## src/rtl/bus_mailbox_pkg.sv

```systemverilog
// Register map and bit positions shared by the CPU/host mailbox and its bench.
package bus_mailbox_pkg;

   typedef enum logic [1:0] {
      REG_DATA   = 2'd0,
      REG_STATUS = 2'd1,
      REG_CTRL   = 2'd2,
      REG_CLEAR  = 2'd3
   } reg_sel_e;

   localparam int unsigned ST_RX_NOT_EMPTY  = 0;
   localparam int unsigned ST_TX_NOT_FULL   = 1;
   localparam int unsigned ST_RX_UNDERFLOW  = 2;
   localparam int unsigned ST_TX_OVERFLOW   = 3;
   localparam int unsigned ST_TX_EMPTY      = 4;
   localparam int unsigned ST_IRQ_PENDING   = 7;

   localparam int unsigned CTRL_RX_IE       = 0;
   localparam int unsigned CTRL_TX_EMPTY_IE = 1;

   function automatic logic [7:0] pack_status(input logic rx_not_empty,
                                              input logic tx_not_full,
                                              input logic rx_underflow,
                                              input logic tx_overflow,
                                              input logic tx_empty,
                                              input logic irq_pending);
      logic [7:0] s;
      s                  = '0;
      s[ST_RX_NOT_EMPTY] = rx_not_empty;
      s[ST_TX_NOT_FULL]  = tx_not_full;
      s[ST_RX_UNDERFLOW] = rx_underflow;
      s[ST_TX_OVERFLOW]  = tx_overflow;
      s[ST_TX_EMPTY]     = tx_empty;
      s[ST_IRQ_PENDING]  = irq_pending;
      return s;
   endfunction

endpackage

```

## src/rtl/sync_fifo.sv

```systemverilog
// First-word-fall-through FIFO; push while full and pop while empty are ignored.
module sync_fifo #(
   parameter int unsigned WIDTH      = 8,
   parameter int unsigned DEPTH_BITS = 4
) (
   input  logic                  clk,
   input  logic                  reset,
   input  logic                  push,
   input  logic [WIDTH-1:0]      din,
   input  logic                  pop,
   output logic [WIDTH-1:0]      dout,
   output logic                  full,
   output logic                  empty,
   output logic [DEPTH_BITS:0]   count
);
   localparam int unsigned DEPTH = 1 << DEPTH_BITS;
   localparam logic [DEPTH_BITS:0] FULL_COUNT = (DEPTH_BITS + 1)'(DEPTH);

   logic [WIDTH-1:0]      r_mem [DEPTH];
   logic [DEPTH_BITS-1:0] r_wr_ptr;
   logic [DEPTH_BITS-1:0] r_rd_ptr;
   logic [DEPTH_BITS:0]   r_count;
   logic                  w_push;
   logic                  w_pop;

   assign full   = (r_count == FULL_COUNT);
   assign empty  = (r_count == '0);
   assign count  = r_count;
   assign dout   = r_mem[r_rd_ptr];
   assign w_push = push && !full;
   assign w_pop  = pop && !empty;

   always_ff @(posedge clk) begin
      if (w_push && !reset) begin
         r_mem[r_wr_ptr] <= din;
      end
   end

   always_ff @(posedge clk) begin
      if (reset) begin
         r_wr_ptr <= '0;
         r_rd_ptr <= '0;
         r_count  <= '0;
      end else begin
         if (w_push) begin
            r_wr_ptr <= r_wr_ptr + 1'b1;
         end
         if (w_pop) begin
            r_rd_ptr <= r_rd_ptr + 1'b1;
         end
         case ({w_push, w_pop})
            2'b10:   r_count <= r_count + 1'b1;
            2'b01:   r_count <= r_count - 1'b1;
            default: r_count <= r_count;
         endcase
      end
   end

endmodule

```

## src/rtl/bus_mailbox.sv

```systemverilog
// CPU-bus mailbox: TX FIFO toward the host, RX FIFO from the host, status/ctrl/irq.
module bus_mailbox
   import bus_mailbox_pkg::*;
#(
   parameter int unsigned DEPTH_BITS = 4
) (
   input  logic       clk,
   input  logic       reset,
   input  logic       clken,
   input  logic       cs,
   input  logic       we,
   input  logic [1:0] rs,
   input  logic [7:0] din,
   output logic [7:0] dout,
   output logic       irq_n,
   output logic [7:0] tx_data,
   output logic       tx_valid,
   input  logic       tx_ready,
   input  logic [7:0] rx_data,
   input  logic       rx_valid,
   output logic       rx_ready
);
   logic                w_access;
   logic                w_wr;
   logic                w_rd;
   logic                w_tx_push;
   logic                w_rx_pop;
   logic                w_tx_full;
   logic                w_tx_empty;
   logic                w_rx_full;
   logic                w_rx_empty;
   logic [7:0]          w_rx_head;
   logic [DEPTH_BITS:0] w_tx_count;
   logic [DEPTH_BITS:0] w_rx_count;
   logic                w_irq;
   logic [7:0]          w_rd_data;

   logic [7:0] r_dout;
   logic [1:0] r_ctrl;
   logic       r_rx_underflow;
   logic       r_tx_overflow;
   logic       r_irq_n;

   assign w_access  = clken && cs;
   assign w_wr      = w_access && we;
   assign w_rd      = w_access && !we;
   assign w_tx_push = w_wr && (reg_sel_e'(rs) == REG_DATA);
   assign w_rx_pop  = w_rd && (reg_sel_e'(rs) == REG_DATA);

   assign tx_valid  = !w_tx_empty;
   assign rx_ready  = !w_rx_full && !reset;
   assign dout      = r_dout;
   assign irq_n     = r_irq_n;

   assign w_irq = (r_ctrl[CTRL_RX_IE] && !w_rx_empty) ||
                  (r_ctrl[CTRL_TX_EMPTY_IE] && w_tx_empty);

   sync_fifo #(.WIDTH(8), .DEPTH_BITS(DEPTH_BITS)) u_tx_fifo (
      .clk   (clk),
      .reset (reset),
      .push  (w_tx_push),
      .din   (din),
      .pop   (tx_ready),
      .dout  (tx_data),
      .full  (w_tx_full),
      .empty (w_tx_empty),
      .count (w_tx_count)
   );

   sync_fifo #(.WIDTH(8), .DEPTH_BITS(DEPTH_BITS)) u_rx_fifo (
      .clk   (clk),
      .reset (reset),
      .push  (rx_valid),
      .din   (rx_data),
      .pop   (w_rx_pop),
      .dout  (w_rx_head),
      .full  (w_rx_full),
      .empty (w_rx_empty),
      .count (w_rx_count)
   );

   always_comb begin
      w_rd_data = '0;
      case (reg_sel_e'(rs))
         REG_DATA:   w_rd_data = w_rx_empty ? 8'h00 : w_rx_head;
         REG_STATUS: w_rd_data = pack_status(!w_rx_empty, !w_tx_full, r_rx_underflow,
                                             r_tx_overflow, w_tx_empty, w_irq);
         REG_CTRL:   w_rd_data = {6'b0, r_ctrl};
         default:    w_rd_data = '0;
      endcase
   end

   // Sticky flags: set and clear can never coincide since each cycle carries one access.
   always_ff @(posedge clk) begin
      if (reset) begin
         r_dout         <= '0;
         r_ctrl         <= '0;
         r_rx_underflow <= 1'b0;
         r_tx_overflow  <= 1'b0;
         r_irq_n        <= 1'b1;
      end else begin
         r_irq_n <= !w_irq;
         if (w_rd) begin
            r_dout <= w_rd_data;
         end
         if (w_wr && (reg_sel_e'(rs) == REG_CTRL)) begin
            r_ctrl <= din[1:0];
         end
         if (w_tx_push && w_tx_full) begin
            r_tx_overflow <= 1'b1;
         end else if (w_wr && (reg_sel_e'(rs) == REG_CLEAR) && din[ST_TX_OVERFLOW]) begin
            r_tx_overflow <= 1'b0;
         end
         if (w_rx_pop && w_rx_empty) begin
            r_rx_underflow <= 1'b1;
         end else if (w_wr && (reg_sel_e'(rs) == REG_CLEAR) && din[ST_RX_UNDERFLOW]) begin
            r_rx_underflow <= 1'b0;
         end
      end
   end

endmodule

```

## config.mk

```make
export PLATFORM = sky130hd
export DESIGN_NAME = bus_mailbox
export DESIGN_NICKNAME = d
export VERILOG_FILES = /design/src/rtl/bus_mailbox_pkg.sv /design/src/rtl/sync_fifo.sv /design/src/rtl/bus_mailbox.sv
export SDC_FILE = /design/constraint.sdc
export NUM_CORES = 1
export LEC_CHECK = 0
export BUFFER_PORTS_ARGS = -buffer_cell sky130_fd_sc_hd__buf_2
export CORE_MARGIN = 2
export CORE_UTILIZATION = 45
export DETAILED_ROUTE_END_ITERATION = 7
export GPL_ROUTABILITY_DRIVEN = 0
export GPL_TIMING_DRIVEN = 0
export SYNTH_ARGS = -nofsm -noshare
export SYNTH_HDL_FRONTEND = slang
export SYNTH_SLANG_ARGS = --single-unit
```

## constraint.sdc

```tcl
create_clock -name clk -period 4.83 [get_ports clk]
set_clock_uncertainty 0.2 [all_clocks]
set_input_delay 0.2415 -clock clk [delete_from_list [all_inputs] [get_ports clk]]
set_output_delay 0.2415 -clock clk [all_outputs]
set_load 0.02 [all_outputs]
```

==> out/summary.json, run 1 <==
{
  "outcome": {"value": "completed"},
  "power_leakage": {"value": 4.62, "unit": "nW"},
  "crit_path_cell_trace": {"value": "dlygate4sd3_1 > buf_2 > or2_1 > buf_6 > a211oi_4 > inv_4 > ha_1 > clkbuf_1 > xor2_1 > ha_1 > or3_1 > a21oi_1 > nand3_1 > a21oi_1 > mux2_1"},
  "element_type_at_the_critical_path_start": {"value": "input pin"},
  "drv_cap": {"value": 0},
  "final_period_minus_worst_setup_slack": {"value": 3.64, "unit": "ns"},
  "initial_core_util": {"value": 0.456},
  "postRouteAntennaNets": {"value": 0},
  "cts_inserted_buffers": {"value": 34},
  "synthesis.yosys.warnings": {"value": 0},
  "syn_avg_cell_area": {"value": 17.2, "unit": "um^2"},
  "synth-async-reset-ratio": {"value": 0},
  "totalPowerFinal": {"value": 5.44, "unit": "mW"},
  "ir_worst_vdd": {"value": 328, "unit": "uV"},
  "grt_first_pass_wirelength": {"value": 40.1, "unit": "mm"},
  "hold_ws": {"value": 0.0208, "unit": "ns"},
  "synth-edff-count": {"value": 256},
  "antenna_violations_before_repair": {"value": 0},
  "final_layout_size_suffix_gt1_frac": {"value": 0.234},
  "power-per-cell-area": {"value": 384, "unit": "nW/um^2"},
  "final-setup-viol-count": {"value": 0},
  "worst-path-max-fanout": {"value": 10},
  "timing_worst_slew_pin_value": {"value": 1.26, "unit": "ns"},
  "post_cts.repair.setup_buffers": {"value": 0},
  "synth.lib_cells_used.distinct": {"value": 62},
  "synth_seq_area_share": {"value": 0.704},
  "first_global_vias": {"value": 6827},
  "cts.sinks": {"value": 303},
  "max_freq": {"value": 275, "unit": "MHz"},
  "final_nets": {"value": 856},
  "insertion_delay": {"value": 0.50, "unit": "ns"},
  "hold_violations": {"value": 0},
  "areaGrowthSynthToFinish": {"value": 15.5, "unit": "%"},
  "global_route.overflow_total": {"value": 0},
  "drc": {"value": 0},
  "drt-pass1-iter-count": {"value": 5},
  "postLayoutCellArea": {"value": 14200, "unit": "um^2"},
  "die_w": {"value": 169, "unit": "um"},
  "placement.cell_area": {"value": 12900, "unit": "um^2"},
  "worst_slack": {"value": 1.19, "unit": "ns"},
  "average_wire_per_cell_in_the_routed_design": {"value": 22.2, "unit": "um"},
  "finalSetupTns": {"value": 0, "unit": "ns"},
  "pre_cts_setup_slack": {"value": 1.24, "unit": "ns"},
  "drt-total-wl": {"value": 26.3, "unit": "mm"},
  "slew-limit-headroom": {"value": 0.156},
  "ctsHtreeMaxLevel": {"value": 2},
  "ys_seq_elements": {"value": 303},
  "rsz_0062_raised_after_global_routing": {"value": "no"},
  "design.portCount": {"value": 44},
  "dieArea": {"value": 28600, "unit": "um^2"},
  "cts.path.max_buffers": {"value": 3},
  "timing.critical_path.max_delay_family": {"value": "buffers and inverters"},
  "post_cts_resize_count": {"value": 0},
  "cts_hold_repair.buffers": {"value": 22},
  "worst_hold_path_type": {"value": "in2reg"},
  "dr_total_vias": {"value": 6649},
  "detailed_place_hpwl": {"value": 17.4, "unit": "mm"},
  "post_synth_instance_area": {"value": 12300, "unit": "um^2"},
  "critical_path_required": {"value": 5.02, "unit": "ns"},
  "io_buffers": {"value": 43},
  "n_antenna_cell": {"value": 0},
  "final_max_slew_viol_count": {"value": 0},
  "setup.worst_path.class": {"value": "in2reg"},
  "placement_rows": {"value": 60},
  "dominantRegCellSynth": {"value": "edfxtp_1"},
  "fillCellCount": {"value": 2170},
  "netlist.top_cell.by_area": {"value": "edfxtp_1"},
  "pin_count_of_the_biggest_net_entering_global_routing": {"value": 18},
  "critPathMaxStageDelay": {"value": 0.53, "unit": "ns"},
  "cts.root.buffer_cell": {"value": "clkbuf_16"},
  "detail_route.vias_per_cell": {"value": 5.62},
  "initialDrtViolationCount": {"value": 610},
  "groute.usage.overall": {"value": 0.188},
  "post_synth_main_area_contributors": {"value": "edfxtp_1, mux4_2, dfxtp_1"},
  "die_h": {"value": 169, "unit": "um"},
  "worst_setup_path_end_kind": {"value": "register"},
  "fin_crit_sh": {"value": 0.754},
  "cts_tree": {"value": "built"},
  "post-synth-top-area-fraction": {"value": 0.627},
  "synthCells": {"value": 714},
  "worst_setup_hold_path_clk_slew": {"value": 0.06, "unit": "ns"},
  "core_box_area": {"value": 26900, "unit": "um^2"},
  "crit_arrival": {"value": 3.83, "unit": "ns"},
  "critical_path.slowest_cell": {"value": "dlygate4sd3_1"},
  "cp_num_buf_inv": {"value": 5},
  "mappedNetlistNets": {"value": 753}
}
worst register-to-register path, delay by kind of cell (launching register included):
family / cells / cell delay (ns)
and+or+nand+nor: 3 / 0.91
AOI/OAI and AO/OA: 3 / 0.55
buffers and inverters: 3 / 0.47
adders and majority gates: 2 / 0.44
muxes: 1 / 0.34
DFF: 1 / 0.29
xor gates and xnor gates: 1 / 0.19
cells in the mapped netlist (all sizes together) (2+ instances only):
cell type and n:
a211oi 5, a21o 2, a21oi 16, a221oi 3, a22oi 9, a31oi 4, and2 2, and2b 2
and3 2, buf 19, clkbuf 18, dfxtp 47, edfxtp 256, ha 14, inv 11, mux2 6
mux2i 10, mux4 69, nand2 31, nand2b 8, nand3 16, nand3b 3, nand4 4, nor2 82
nor2b 11, nor3 11, nor3b 3, nor4 4, o21ai 6, o31a 2, or2 2, or3 3
or3b 2, xnor2 4, xor2 13
per-stage QoR:
stage	util	cells
2_1_floorplan	-	714
3_3_place_gp	0.480	1098
3_5_place_dp	0.481	1100
4_1_cts	0.527	1183
5_1_grt	0.527	1183
6_report	0.527	1183
sequential cells by signal (all words and copies together) (netlist names), named ones only:
register            flops
irq_n                   1
u_rx_fifo.r_wr_ptr      4
u_tx_fifo.r_rd_ptr      4
u_rx_fifo.count         5
u_tx_fifo.r_mem       128
r_rx_underflow          1
dout                    8
u_tx_fifo.count         5
r_ctrl                  2
u_tx_fifo.r_wr_ptr      4
u_rx_fifo.r_rd_ptr      4
r_tx_overflow           1
u_rx_fifo.r_mem       128
routing by layer:
metal	share of wire	routed length (um)	GRT usage	vias up
met5	0	0	0	-
met1	0.40	10400	0.228	3406
met2	0.53	14000	0.342	205
li1	-	-	-	2996
met4	0.026	691	0.0621	0
met3	0.046	1220	0.0320	42
report_power, final:
group	internal, mW	leakage [nW]	total (mW)	switching, mW
clock network	1.36	0.500	2.33	0.972
logic	0.0965	1.43	0.240	0.143
registers	2.85	2.68	2.86	0.0131
cells in the final DEF (no fill, tap or decap), types with 3 or more instances in the layout:
| master | netlist | final |
|---|---|---|
| ha_1 | 14 | 14 |
| a21oi_1 | 16 | 16 |
| buf_4 | 3 | 3 |
| clkinv_2 | 0 | 6 |
| nor2b_1 | 11 | 11 |
| buf_6 | 4 | 5 |
| mux4_2 | 69 | 69 |
| nand3_1 | 16 | 16 |
| a31oi_1 | 4 | 4 |
| clkinv_1 | 0 | 7 |
| nand2b_1 | 8 | 8 |
| buf_2 | 10 | 54 |
| nor3b_1 | 3 | 3 |
| dfxtp_1 | 47 | 47 |
| xor2_1 | 13 | 13 |
| dlygate4sd3_1 | 0 | 22 |
| xnor2_1 | 4 | 4 |
| nor3_1 | 11 | 8 |
| mux2i_1 | 10 | 10 |
| inv_1 | 9 | 9 |
| nand2_1 | 31 | 31 |
| a22oi_1 | 9 | 9 |
| nand4_1 | 4 | 4 |
| nand3b_1 | 3 | 3 |
| nor2_1 | 82 | 82 |
| clkbuf_1 | 18 | 27 |
| a221oi_1 | 3 | 3 |
| edfxtp_1 | 256 | 256 |
| nor3_2 | 0 | 3 |
| clkbuf_16 | 0 | 35 |
| o21ai_0 | 5 | 5 |
| mux2_2 | 4 | 4 |
| a211oi_1 | 3 | 3 |
cells by family after synthesis:
family                     share of synthesized area
and+or+nand+nor                               0.0750
xor gates and xnor gates                      0.0121
adders and majority gates                     0.0143
DFF                                            0.704
buffers and inverters                         0.0193
muxes                                          0.140
AOI/OAI and AO/OA                             0.0351
final cells by class:
| class | count | area [um^2] | area share |
|---|---|---|---|
| Sequential cell | 303 | 8630 | 0.609 |
| Tap cell | 341 | 427 | 0.0301 |
| Multi-Input combinational cell | 363 | 3410 | 0.241 |
| Inverter | 11 | 43.8 | 0.00309 |
| Buffer | 37 | 193 | 0.0136 |
| Clock buffer | 46 | 937 | 0.0662 |
| Timing Repair Buffer | 67 | 452 | 0.0319 |
| Clock inverter | 15 | 73.8 | 0.00521 |
path summary, 6_finish.rpt:
kind                            slack, ns             startpoint  cells past startpoint                    end
worst max-delay path                 1.19                  rs[1]                     15     u_tx_fifo.count[4]
worst min-delay path                 0.02                  rs[0]                      4                dout[1]
worst max register to register       1.32     u_tx_fifo.count[2]                     13     u_tx_fifo.count[4]
worst min register to register       0.31  u_tx_fifo.r_rd_ptr[3]                      2  u_tx_fifo.r_rd_ptr[3]
Note: power is estimated with default switching activity, not from simulation.
==> run 2, diff against run 1 <==
==> constraint.sdc (replaced) <==
create_clock -name clk -period 3.35 [get_ports clk]
set_clock_uncertainty 0.2 [all_clocks]
set_input_delay 0.1675 -clock clk [delete_from_list [all_inputs] [get_ports clk]]
set_output_delay 0.1675 -clock clk [all_outputs]
set_load 0.02 [all_outputs]
==> out/summary.json, run 2 (same netlist as run 1, synthesis figures left out) <==
{
  "average_wire_per_cell_in_the_routed_design": {"value": 22.2, "unit": "um"},
  "dr_total_vias": {"value": 6669},
  "timing_worst_slew_pin_value": {"value": 1.27, "unit": "ns"},
  "power.share.clock": {"value": 0.429},
  "drv_cap": {"value": 0},
  "worst_slack": {"value": 0.126, "unit": "ns"},
  "final_core_util": {"value": 0.531},
  "rsz_0062_raised_after_global_routing": {"value": "no"},
  "core_box_area": {"value": 26900, "unit": "um^2"},
  "groute.usage.overall": {"value": 0.189},
  "io_buffers": {"value": 43},
  "n_antenna_cell": {"value": 0},
  "cp_num_buf_inv": {"value": 1},
  "pwr-share-seq": {"value": 0.525},
  "final_layout_size_suffix_gt1_frac": {"value": 0.241},
  "cts_inserted_buffers": {"value": 34},
  "outcome": {"value": "completed"},
  "initialDrtViolationCount": {"value": 611},
  "cts.root.buffer_cell": {"value": "clkbuf_16"},
  "global_route.overflow_total": {"value": 0},
  "critical_path.slowest_cell": {"value": "or4_4"},
  "drt-pass1-iter-count": {"value": 7},
  "worst_hold_path_type": {"value": "in2reg"},
  "ctsHtreeMaxLevel": {"value": 2},
  "crit_path_cell_trace": {"value": "or4_4 > o21ai_4 > inv_2 > ha_4 > xor2_1 > ha_1 > or3_1 > a21oi_1 > nand3_1 > a21oi_2 > mux2_1"},
  "timing.reg2reg.worst_path_depth": {"value": 11},
  "critical_path_required": {"value": 3.54, "unit": "ns"},
  "antenna_violations_before_repair": {"value": 0},
  "fin_crit_sh": {"value": 0.963},
  "cts_tree": {"value": "built"},
  "final_max_slew_viol_count": {"value": 0},
  "die_h": {"value": 169, "unit": "um"},
  "drt-total-wl": {"value": 26.4, "unit": "mm"},
  "crit_arrival": {"value": 3.41, "unit": "ns"},
  "worst-path-stages": {"value": 11},
  "postRouteAntennaNets": {"value": 0},
  "critPathMaxStageDelay": {"value": 0.59, "unit": "ns"},
  "hold_violations": {"value": 0},
  "cts.sinks": {"value": 303},
  "most-common-layout-cells": {"value": "edfxtp_1, nor2_1, mux4_2"},
  "layout_commonest_cell": {"value": "edfxtp_1"},
  "worst_setup_hold_path_clk_slew": {"value": 0.06, "unit": "ns"},
  "max_freq": {"value": 310, "unit": "MHz"},
  "pin_count_of_the_biggest_net_entering_global_routing": {"value": 18},
  "power-per-cell-area": {"value": 551, "unit": "nW/um^2"},
  "placement_rows": {"value": 60},
  "die_w": {"value": 169, "unit": "um"},
  "total_switching_power": {"value": 1.64, "unit": "mW"},
  "areaGrowthSynthToFinish": {"value": 16.3, "unit": "%"},
  "power_leakage": {"value": 4.66, "unit": "nW"},
  "whs_path_depth": {"value": 4},
  "grt_first_pass_wirelength": {"value": 40.2, "unit": "mm"},
  "setup.worst_path.class": {"value": "reg2reg"},
  "first_global_vias": {"value": 6855},
  "p_sw_frac": {"value": 0.208},
  "initial_core_util": {"value": 0.456},
  "detailed_place_hpwl": {"value": 17.4, "unit": "mm"},
  "comb_power_share": {"value": 0.046},
  "timing.critical_path.max_delay_family": {"value": "simple AND/OR/NAND/NOR gates"},
  "insertion_delay": {"value": 0.50, "unit": "ns"},
  "final_nets": {"value": 864},
  "drc": {"value": 0},
  "ir_worst_vdd": {"value": 475, "unit": "uV"},
  "design.portCount": {"value": 44},
  "finalSetupTns": {"value": 0, "unit": "ns"},
  "pre_cts_setup_slack": {"value": -0.162, "unit": "ns"},
  "element_type_at_the_critical_path_start": {"value": "register"},
  "final-setup-viol-count": {"value": 0},
  "worst-path-max-fanout": {"value": 10},
  "fillCellCount": {"value": 2172},
  "totalPowerFinal": {"value": 7.86, "unit": "mW"},
  "cts.path.max_buffers": {"value": 3},
  "detail_route.vias_per_cell": {"value": 5.60},
  "worst_setup_path_end_kind": {"value": "register"},
  "final_period_minus_worst_setup_slack": {"value": 3.22, "unit": "ns"},
  "internal-power": {"value": 6.22, "unit": "mW"},
  "dieArea": {"value": 28600, "unit": "um^2"},
  "slew-limit-headroom": {"value": 0.152}
}
==> run 2: final cells by class <==
type / count / area, um^2 / share of cell area
buffer: 36 / 189 / 0.0132
clock inverter: 15 / 73.8 / 0.00518
clock buffer: 46 / 937 / 0.0657
tap: 341 / 427 / 0.0299
multi-input combinational: 363 / 3430 / 0.241
inverter: 11 / 43.8 / 0.00307
timing repair buffer: 76 / 527 / 0.0369
sequential: 303 / 8630 / 0.605
==> run 2: per-layer routing <==
layer,routed length (um),GRT usage,part of all wire
met5,0,0,0
met1,10500,0.228,0.40
met4,728,0.0621,0.028
met3,1250,0.0320,0.047
met2,14000,0.344,0.53
==> run 2: path summary, 6_finish.rpt <==
check	slack, ns	startpoint	end
max reg2reg	0.13	u_tx_fifo.count[0]	u_tx_fifo.count[4]
min reg2reg	0.31	u_tx_fifo.r_rd_ptr[3]	u_tx_fifo.r_rd_ptr[3]
max	0.13	u_tx_fifo.count[0]	u_tx_fifo.count[4]
min	0.07	rs[0]	dout[7]
==> run 2: timing repair <==
item                                    CTS  global route
pin swaps                                 0             3
endpoints found under the setup margin    1             3
buffers inserted                          0             6
gates resized for setup                   1             3
hold endpoints to repair                276             0
gates cloned                              0             0
hold buffers                             25             0
==> run 2: worst min-delay path, stage by stage <==
cell and delay, ns:
buf_2 0.14, nor2b_1 0.19, a21oi_1 0.14, a211oi_1 0.08
==> run 2: per-stage QoR <==
stage	instance area, um^2	hold slack [ns]	instances
after detailed placement	12900	0.293	1100
after global routing	14300	0.0786	1191
after floorplan	12300	0.0664	714
final	14300	0.0674	1191
after global placement	12900	0.289	1098
after CTS	14200	0.0358	1185
==> run 2: power groups by stage <==
stage	Sequential (mW)	Clock (mW)	Combinational [mW]
2_1_floorplan	4.21	0	0.192
3_3_place_gp	4.21	0	0.314
3_5_place_dp	4.21	0	0.328
4_1_cts	4.13	3.42	0.352
5_1_grt	4.13	3.58	0.392
6_report	4.13	3.37	0.360
